<file path="src/rtl/drp_pkg.sv">
// drp_pkg: shared state encoding, register addresses and default ID for the DRP responder.
package drp_pkg;
  typedef enum logic [1:0] {IDLE, WAIT, RESP} drp_state_t;
  localparam int DRP_ADDR_ID = 0;
  localparam int DRP_ADDR_CTRL = 1;
  localparam int DRP_ADDR_STATUS = 2;
  localparam logic [15:0] DRP_ID_VALUE = 16'hD2B0;
endpackage

</file>
<file path="src/rtl/drp_regfile.sv">
// drp_regfile: register array with write port and combinational read mux (ID, STATUS, out-of-range decode).
module drp_regfile
  import drp_pkg::*;
#(
  parameter int ADDR_W = 10,
  parameter int DATA_W = 16,
  parameter int DEPTH = 16,
  parameter logic [DATA_W-1:0] ID_VALUE = DATA_W'(DRP_ID_VALUE)
) (
  input  logic              clk,
  input  logic              rst,
  input  logic              we,
  input  logic [ADDR_W-1:0] waddr,
  input  logic [DATA_W-1:0] wdata,
  input  logic [ADDR_W-1:0] raddr,
  input  logic [DATA_W-1:0] status_in,
  output logic [DATA_W-1:0] rdata,
  output logic [DATA_W-1:0] ctrl
);
  localparam int IW = $clog2(DEPTH);
  localparam logic [ADDR_W-1:0] LIM = ADDR_W'(DEPTH);
  logic [DATA_W-1:0] regs [DEPTH];
  logic writable;
  assign writable = we && waddr < LIM && waddr != ADDR_W'(DRP_ADDR_ID)
                    && waddr != ADDR_W'(DRP_ADDR_STATUS);
  always_ff @(posedge clk or posedge rst)
    if (rst) for (int i = 0; i < DEPTH; i++) regs[i] <= '0;
    else if (writable) regs[waddr[IW-1:0]] <= wdata;
  // full-width compare so addresses beyond DEPTH never alias onto scratch
  always_comb
    rdata = raddr >= LIM ? '0 :
            raddr == ADDR_W'(DRP_ADDR_ID) ? ID_VALUE :
            raddr == ADDR_W'(DRP_ADDR_STATUS) ? status_in :
            regs[raddr[IW-1:0]];
  assign ctrl = regs[DRP_ADDR_CTRL];
endmodule

</file>
<file path="src/rtl/drp_responder.sv">
// drp_responder: DRP slave with fixed response latency, CTRL/STATUS/scratch registers and sticky error flags.
module drp_responder
  import drp_pkg::*;
#(
  parameter int ADDR_W = 10,
  parameter int DATA_W = 16,
  parameter int DEPTH = 16,
  parameter int LATENCY = 3,
  parameter logic [DATA_W-1:0] ID_VALUE = DATA_W'(DRP_ID_VALUE)
) (
  input  logic              clk,
  input  logic              rst,
  input  logic              den,
  input  logic              dwe,
  input  logic [ADDR_W-1:0] daddr,
  input  logic [DATA_W-1:0] di,
  output logic              drdy,
  output logic [DATA_W-1:0] do_o,
  output logic [DATA_W-1:0] ctrl_out,
  input  logic [DATA_W-1:0] status_in,
  output logic              busy_err,
  output logic              addr_err
);
  localparam int CW = $clog2(LATENCY + 1);
  drp_state_t state, state_n;
  logic [CW-1:0] cnt, cnt_n;
  logic dwe_q, accept, busy;
  logic [ADDR_W-1:0] addr_q;
  logic [DATA_W-1:0] rdata;
  // the drdy cycle itself is still busy: a den there is dropped
  assign accept = den && state == IDLE && !drdy;
  assign busy = den && !accept;
  always_comb begin
    state_n = state;
    cnt_n = cnt;
    case (state)
      IDLE: if (accept) begin
        state_n = LATENCY == 1 ? RESP : WAIT;
        cnt_n = CW'(1);
      end
      WAIT: begin
        cnt_n = cnt + 1'b1;
        if (cnt == CW'(LATENCY - 1)) state_n = RESP;
      end
      default: begin
        state_n = IDLE;
        cnt_n = '0;
      end
    endcase
  end
  always_ff @(posedge clk or posedge rst)
    if (rst) begin
      state <= IDLE;
      cnt <= '0;
      dwe_q <= 1'b0;
      addr_q <= '0;
      drdy <= 1'b0;
      do_o <= '0;
      busy_err <= 1'b0;
      addr_err <= 1'b0;
    end else begin
      state <= state_n;
      cnt <= cnt_n;
      if (accept) begin
        dwe_q <= dwe;
        addr_q <= daddr;
      end
      drdy <= state == RESP;
      do_o <= state == RESP && !dwe_q ? rdata : '0;
      busy_err <= busy_err | busy;
      addr_err <= addr_err | (accept && daddr >= ADDR_W'(DEPTH));
    end
  drp_regfile #(.ADDR_W(ADDR_W), .DATA_W(DATA_W), .DEPTH(DEPTH), .ID_VALUE(ID_VALUE)) u_regs (
    .clk(clk),
    .rst(rst),
    .we(accept && dwe),
    .waddr(daddr),
    .wdata(di),
    .raddr(addr_q),
    .status_in(status_in),
    .rdata(rdata),
    .ctrl(ctrl_out)
  );
endmodule

</file>
<file path="config.mk">
export PLATFORM = sky130hd
export DESIGN_NAME = drp_responder
export DESIGN_NICKNAME = d
export VERILOG_FILES = /design/src/rtl/drp_pkg.sv /design/src/rtl/drp_regfile.sv /design/src/rtl/drp_responder.sv
export SDC_FILE = /design/constraint.sdc
export NUM_CORES = 1
export LEC_CHECK = 0
export ABC_AREA = 1
export CORE_MARGIN = 2
export CORE_UTILIZATION = 65
export DETAILED_ROUTE_END_ITERATION = 6
export PLACE_DENSITY = 0.86
export SYNTH_ARGS = -nofsm -noshare
export SYNTH_HDL_FRONTEND = slang
export SYNTH_SLANG_ARGS = --single-unit
</file>
<file path="constraint.sdc">
create_clock -name clk -period 14.9 [get_ports clk]
set_input_delay 2.98 -clock clk [delete_from_list [all_inputs] [get_ports clk]]
set_output_delay 2.98 -clock clk [all_outputs]
set_load 0.03 [all_outputs]
</file>
# Word-level counts from Yosys, hierarchy flattened
# Cells that the tools add are included.
# W data, S select, Z words.
[op_classes]
muxes = 14
magnitude_cmp = 6
n_eq_ne = 7
reduce_logical = 17
bitwise_logic = 4
addsub = 1
[op_table]
columns = ["op", "n"]
rows = [
  ["$bwmux W256", 1],
  ["$mux W16", 7],
  ["$bmux W16 S4", 1],
  ["$demux W16 S4", 1],
  ["$ge A10 B5 Y1 const B", 2],
  ["$eq A10 B2 Y1 const B", 1],
  ["$ge A5 B5 Y1 const B", 2],
  ["$logic_and A1 B1 Y1", 10],
  ["$logic_not A10 Y1", 1],
  ["$lt A10 B5 Y1 const B", 1],
  ["$ne A10 B2 Y1 const B", 1],
  ["$not A4 Y5", 2],
  ["$reduce_bool A10 Y1", 1],
  ["$pmux W2 S2", 2],
  ["$lt A5 B1 Y1 const B", 1],
  ["$eq A2 B2 Y1 const B", 2],
  ["$mux W2", 2],
  ["$ne A2 B2 Y1 const B", 2],
  ["$logic_not A1 Y1", 3],
  ["$add A2 B1 Y2 const B", 1],
  ["$eq A2 B1 Y1 const B", 1],
  ["$logic_not A2 Y1", 1],
  ["$or A1 B1 Y1", 2],
  ["$reduce_and A2 Y1", 1],
]
[word_totals]
elab_cells = 73
output_inout_bits = 35
ff_bits = 290

# Longest topological paths before layout
[logic_depth]
ltp_word = 8
depth_mapped = 12
mapped_depth_nobuf = 10

# Modules after synthesis
# Synthesis repeated with hierarchy kept, for this count alone.
[hier_totals]
cells_unflattened = 1720
area_unflattened_um2 = 13740.7
[modules_own_cells]
columns = ["mod", "area_each_um2", "n_inst", "cells_per_inst"]
rows = [
  ["drp_regfile", 12455.7, 1, 1584],
  ["drp_responder", 1285.0, 1, 136],
]

# Worst setup path before layout
# No wires, ideal clock.
[synth_path]
path_type = "input to register"
startpoint = "input daddr[4]"
endpoint = "register u_regs.regs[100] in the netlist's numbering"
setup_ps = 117
n_path_buf = 1
t_arrival_ps = 4033
slack_ps = 10750
path_stages = 9
path_cell_list = "nor2_1 nand3_1 a21oi_2 nand2_4 nor2_4 nand2_2 buf_2 nor2_1 nor2_1"
[synth_between]
elab_chain_cells = 4
word_cells_on_any_way = 6
classes_between = "order compare (1); eq/ne (1); reduce/logical (4)"
[synth_lines]
columns = ["element", "line", "text"]
rows = [
  ["start: declaration", "drp_responder.sv:15", "input logic [ADDR_W-1:0] daddr,"],
  ["$lt A10 B5 Y1", "drp_regfile.sv:24", "assign writable = we && waddr < LIM && waddr != ADDR_W'(DRP_ADDR_ID)"],
  ["$logic_and A1 B1 Y1 (2 in a row)", "drp_regfile.sv:24", ""],
  ["$logic_and A1 B1 Y1 *", "drp_regfile.sv:25", "&& waddr != ADDR_W'(DRP_ADDR_STATUS);"],
  ["end signal: indexed assignment", "drp_regfile.sv:28", "else if (writable) regs[waddr[IW-1:0]] <= wdata;"],
  ["end: declaration", "drp_regfile.sv:22", "logic [DATA_W-1:0] regs [DEPTH];"],
]
# Every way passes the cells marked *; elsewhere a longest branch is shown, timed or not.
# A chain may end at the register's enable or synchronous reset.

# Worst setup path after layout
[layout_path]
startpoint = "input daddr[0]"
endpoint = "register u_regs.regs[157] in the netlist's numbering"
[layout_between]
elab_chain_cells = 6
word_cells_on_any_way = 13
classes_between = "order compare (3); eq/ne (1); mux (3); bitwise (1); reduce/logical (5)"
[layout_lines]
columns = ["element", "line"]
rows = [
  ["$not A4 Y5 (not written as such)", "drp_regfile.sv:28"],
  ["$ge A5 B5 Y1 (not written as such) or $lt A5 B1 Y1 (tied branches)", "drp_regfile.sv:28"],
  ["$logic_and A1 B1 Y1 (not written as such)", "drp_regfile.sv:28"],
  ["$mux W16 (not written as such)", "drp_regfile.sv:28"],
  ["$demux W16 S4", "drp_regfile.sv:28"],
  ["$bwmux W256", "drp_regfile.sv:28"],
]
# Parallel ways exist; a longest one is shown, timed or not.

==> results.json <==
{
  "antennaDiodeCount": 0,
  "ctsHtreeMaxLevel": 1,
  "cts_setup_buffers": 0,
  "die_w_microns": 156,
  "ys_warn_count": 0,
  "maxUsedRoutingLayer": "met4",
  "wirelength_met1_microns": 15100,
  "nets": 2114,
  "critPathMaxStageDelay_ns": 0.59,
  "antenna_found_initial": 0,
  "syn_nets": 2147,
  "grt_pass1_vias": 12200,
  "met3_length_microns": 3110,
  "drv_cap": 0,
  "die-area_sq_mm": 0.0242,
  "clk_path_buf_depth": 3,
  "fin_worst_hold_slack_ns": 0.368,
  "p_per_area_mw_per_mm2": 139,
  "fill_cells": 1666,
  "cp-end-kind": "register",
  "synth_edf_count": 0,
  "ys_types": 28,
  "async_flop_share_pct": 100,
  "netlist_top_cells_count": "458 x nor2_1, 438 x inv_1, 401 x nand2_1",
  "syn_area_per_cell_sq_um": 7.11,
  "clock_sinks": 290,
  "status": "complete, no violations",
  "fp.coreArea_sq_mm": 0.0226,
  "synthTopCellsByArea": "dfrtp_1 49%, nor2_1 12%, inv_1 11%",
  "drt_iter0_markers": 1175,
  "worst-path-buf-inv": 2,
  "ys_seq_area_share_pct": 48.6,
  "ios": 81,
  "synth-compound-area-share_pct": 7.77,
  "cpMostUsedCell": "nor2_1",
  "die_h_microns": 156,
  "area_growth_pct": 9.95,
  "syn-cell-area_sq_mm": 0.0149,
  "tightest_slew_ns": 1.15,
  "fin_crit_sh_pct": 31.6,
  "max_freq_mhz": 212,
  "hold_viol_final": 0,
  "arrival_ns": 5.14,
  "critPathLaunchType": "input port",
  "num_rows": 55,
  "synthXorXnorAreaFrac_pct": 0,
  "layout-drive-gt1-share_pct": 4.59,
  "synth_top_family_by_area": "simple AND/OR/NAND/NOR gates",
  "routed_via_density": 5.26,
  "synth-simple-area-share_pct": 26.8,
  "wl_met2_microns": 17600,
  "synthAdderAreaFrac_pct": 0.0839,
  "syn_inst": 2100,
  "multi_input_area_sq_mm": 0.00518,
  "critical_path_required_ns": 15.33,
  "peakVddDrop_uv": 93.7,
  "max-slew-margin-rel_pct": 23.4,
  "grt_max_degree": 139,
  "cts_hold_buf": 0,
  "fin_setup_tns_ns": 0,
  "setup.worst_path.class": "in -> reg",
  "place.detailed.hpwl_microns": 22000,
  "cts_root_buf": "clkbuf_16",
  "remaining_drc_errors": 0,
  "yosys.area.top_type": "dfrtp_1",
  "yosys_register_bits": 290,
  "rsz0062_at_grt": "false",
  "synthMuxAreaShare_pct": 0,
  "postRouteAntennaNets": 0,
  "gp_congestion": 0.819,
  "crit_chain": "clkdlybuf4s50_1 > inv_1 > a21oi_2 > nand2_4 > nor2_4 > nand2_2 > nor2_1 > nor2_1",
  "synth.most_common_cell": "nor2_1",
  "port_buffers": 80,
  "initial_utilization_pct": 66.1,
  "wirelength_microns": 37300,
  "grt_pass1_wl_microns": 60600,
  "post_drt_wl_per_cell_microns": 15.7,
  "crit_family": "simple AND/OR/NAND/NOR gates",
  "cts_inserted_buffers": 31,
  "crit_path_max_fanout": 32,
  "fin_skew_ns": 0.0134,
  "area.sequential_sq_mm": 0.00726,
  "setup_viol": 0,
  "ctsResizeCount": 0,
  "clk_latency_ns": 0.56,
  "maxSlewViolCount": 0,
  "hold_path.class": "reg -> reg",
  "synth_ff_type": "dfrtp_1",
  "synth_top_area_share_pct": 48.6,
  "grt-ovfl-total": 0,
  "leakage_nw": 9.75,
  "period_needed_ns": 4.71,
  "cp_slowest_cell": "clkdlybuf4s50_1",
  "cts_tree": "built",
  "clk_pin_slew_ns": 0.06,
  "grt_usage_pct": 31.4,
  "first_pass_iters": 5,
  "vias": 12500
}
placed cells by master, fill, tap and decap left out:
cell / Yosys / layout
buf_4: 16 / 12
nand3_4: 2 / 2
inv_8: 0 / 1
dfrtp_4: 0 / 1
clkinvlp_4: 0 / 3
nand3_1: 106 / 106
bufinv_16: 0 / 4
nand2_4: 2 / 2
o211ai_1: 16 / 16
clkbuf_8: 0 / 6
nand2_2: 11 / 11
nand4_1: 3 / 3
clkbuf_16: 0 / 31
nor3_4: 2 / 2
a21oi_4: 1 / 1
o21bai_1: 2 / 2
inv_1: 438 / 436
o21ai_1: 7 / 7
nor2_1: 458 / 456
a21oi_2: 1 / 1
a21oi_1: 109 / 109
nand2_1: 401 / 401
nor2_2: 2 / 4
dfrtp_2: 0 / 1
clkinv_2: 0 / 7
dfrtp_1: 290 / 288
clkinv_1: 1 / 1
o21ai_0: 82 / 82
clkbuf_1: 59 / 5
inv_2: 1 / 1
clkdlybuf4s50_1: 0 / 80
a21o_1: 1 / 1
ha_1: 1 / 1
nor2_4: 5 / 5
inv_6: 0 / 1
routing by layer:
layer | global-route usage [%] | up-vias
met1 | 42.8 | 5823
met2 | 50.8 | 515
met4 | 13.2 | 0
met5 | 0 | -
li1 | - | 6040
met3 | 4.68 | 111
cell type report:
cell class              instances  area share, %
clock inverters                14           1.11
flip-flops and latches        290           44.3
multi-input cells            1212           31.6
well taps                     285           2.17
inverters                     440           10.1
clock buffers                  42           5.35
repair buffers                 92           5.43
metrics by stage:
| step | util [%] | area [sq um] | setup slack (ns) | power [mW] | instances |
|---|---|---|---|---|---|
| after floorplan | - | 14900 | 3.91 | 1.29 | 2100 |
| after detailed placement | 68.0 | 15300 | 9.60 | 1.48 | 2319 |
| after global placement | 68.0 | 15300 | 9.60 | 1.47 | 2319 |
| final | 72.7 | 16400 | 10.19 | 2.28 | 2375 |
| after CTS | 72.7 | 16400 | 10.17 | 2.28 | 2375 |
| after global routing | 72.7 | 16400 | 9.87 | 2.38 | 2375 |
final timing paths:
kind | start | end | slack (ns) | cells after the start
worst min-delay path | u_regs.regs[218]$_DFFE_PP0P_ | u_regs.regs[218]$_DFFE_PP0P_ | 0.37 | 0
min in group asynchronous | rst | u_regs.regs[223]$_DFFE_PP0P_ | 3.02 | 2
worst min register to register | u_regs.regs[218]$_DFFE_PP0P_ | u_regs.regs[218]$_DFFE_PP0P_ | 0.37 | 0
worst max register to register | addr_q[0]$_DFFE_PP0P_ | do_o[8]$_DFF_PP0_ | 11.81 | 9
worst max-delay path | daddr[0] | u_regs.regs[157]$_DFFE_PP0P_ | 10.19 | 8
max in group asynchronous | rst | u_regs.regs[136]$_DFFE_PP0P_ | 10.23 | 3
cell families (layout without fill, tap and decap cells):
kind of cell    Yosys count  in the layout
simple gates            992            992
buf+inv                 598            588
flops                   290            290
compound gates          219            219
fa+ha+maj                 1              1
flip-flops by register name (all words and copies together), names as in the netlist:
signal and cells:
u_regs.regs 240, do_o 16, dwe_q 1, drdy 1, u_regs.ctrl 16, addr_q 10
busy_err 1, cnt 2, state 2, addr_err 1
power breakdown:
group	switching, mW	internal (mW)
Sequential	0.0294	0.812
Combinational	0.474	0.172
Clock	0.317	0.479
Total	0.821	1.46
(Power assumes the default switching activity.)
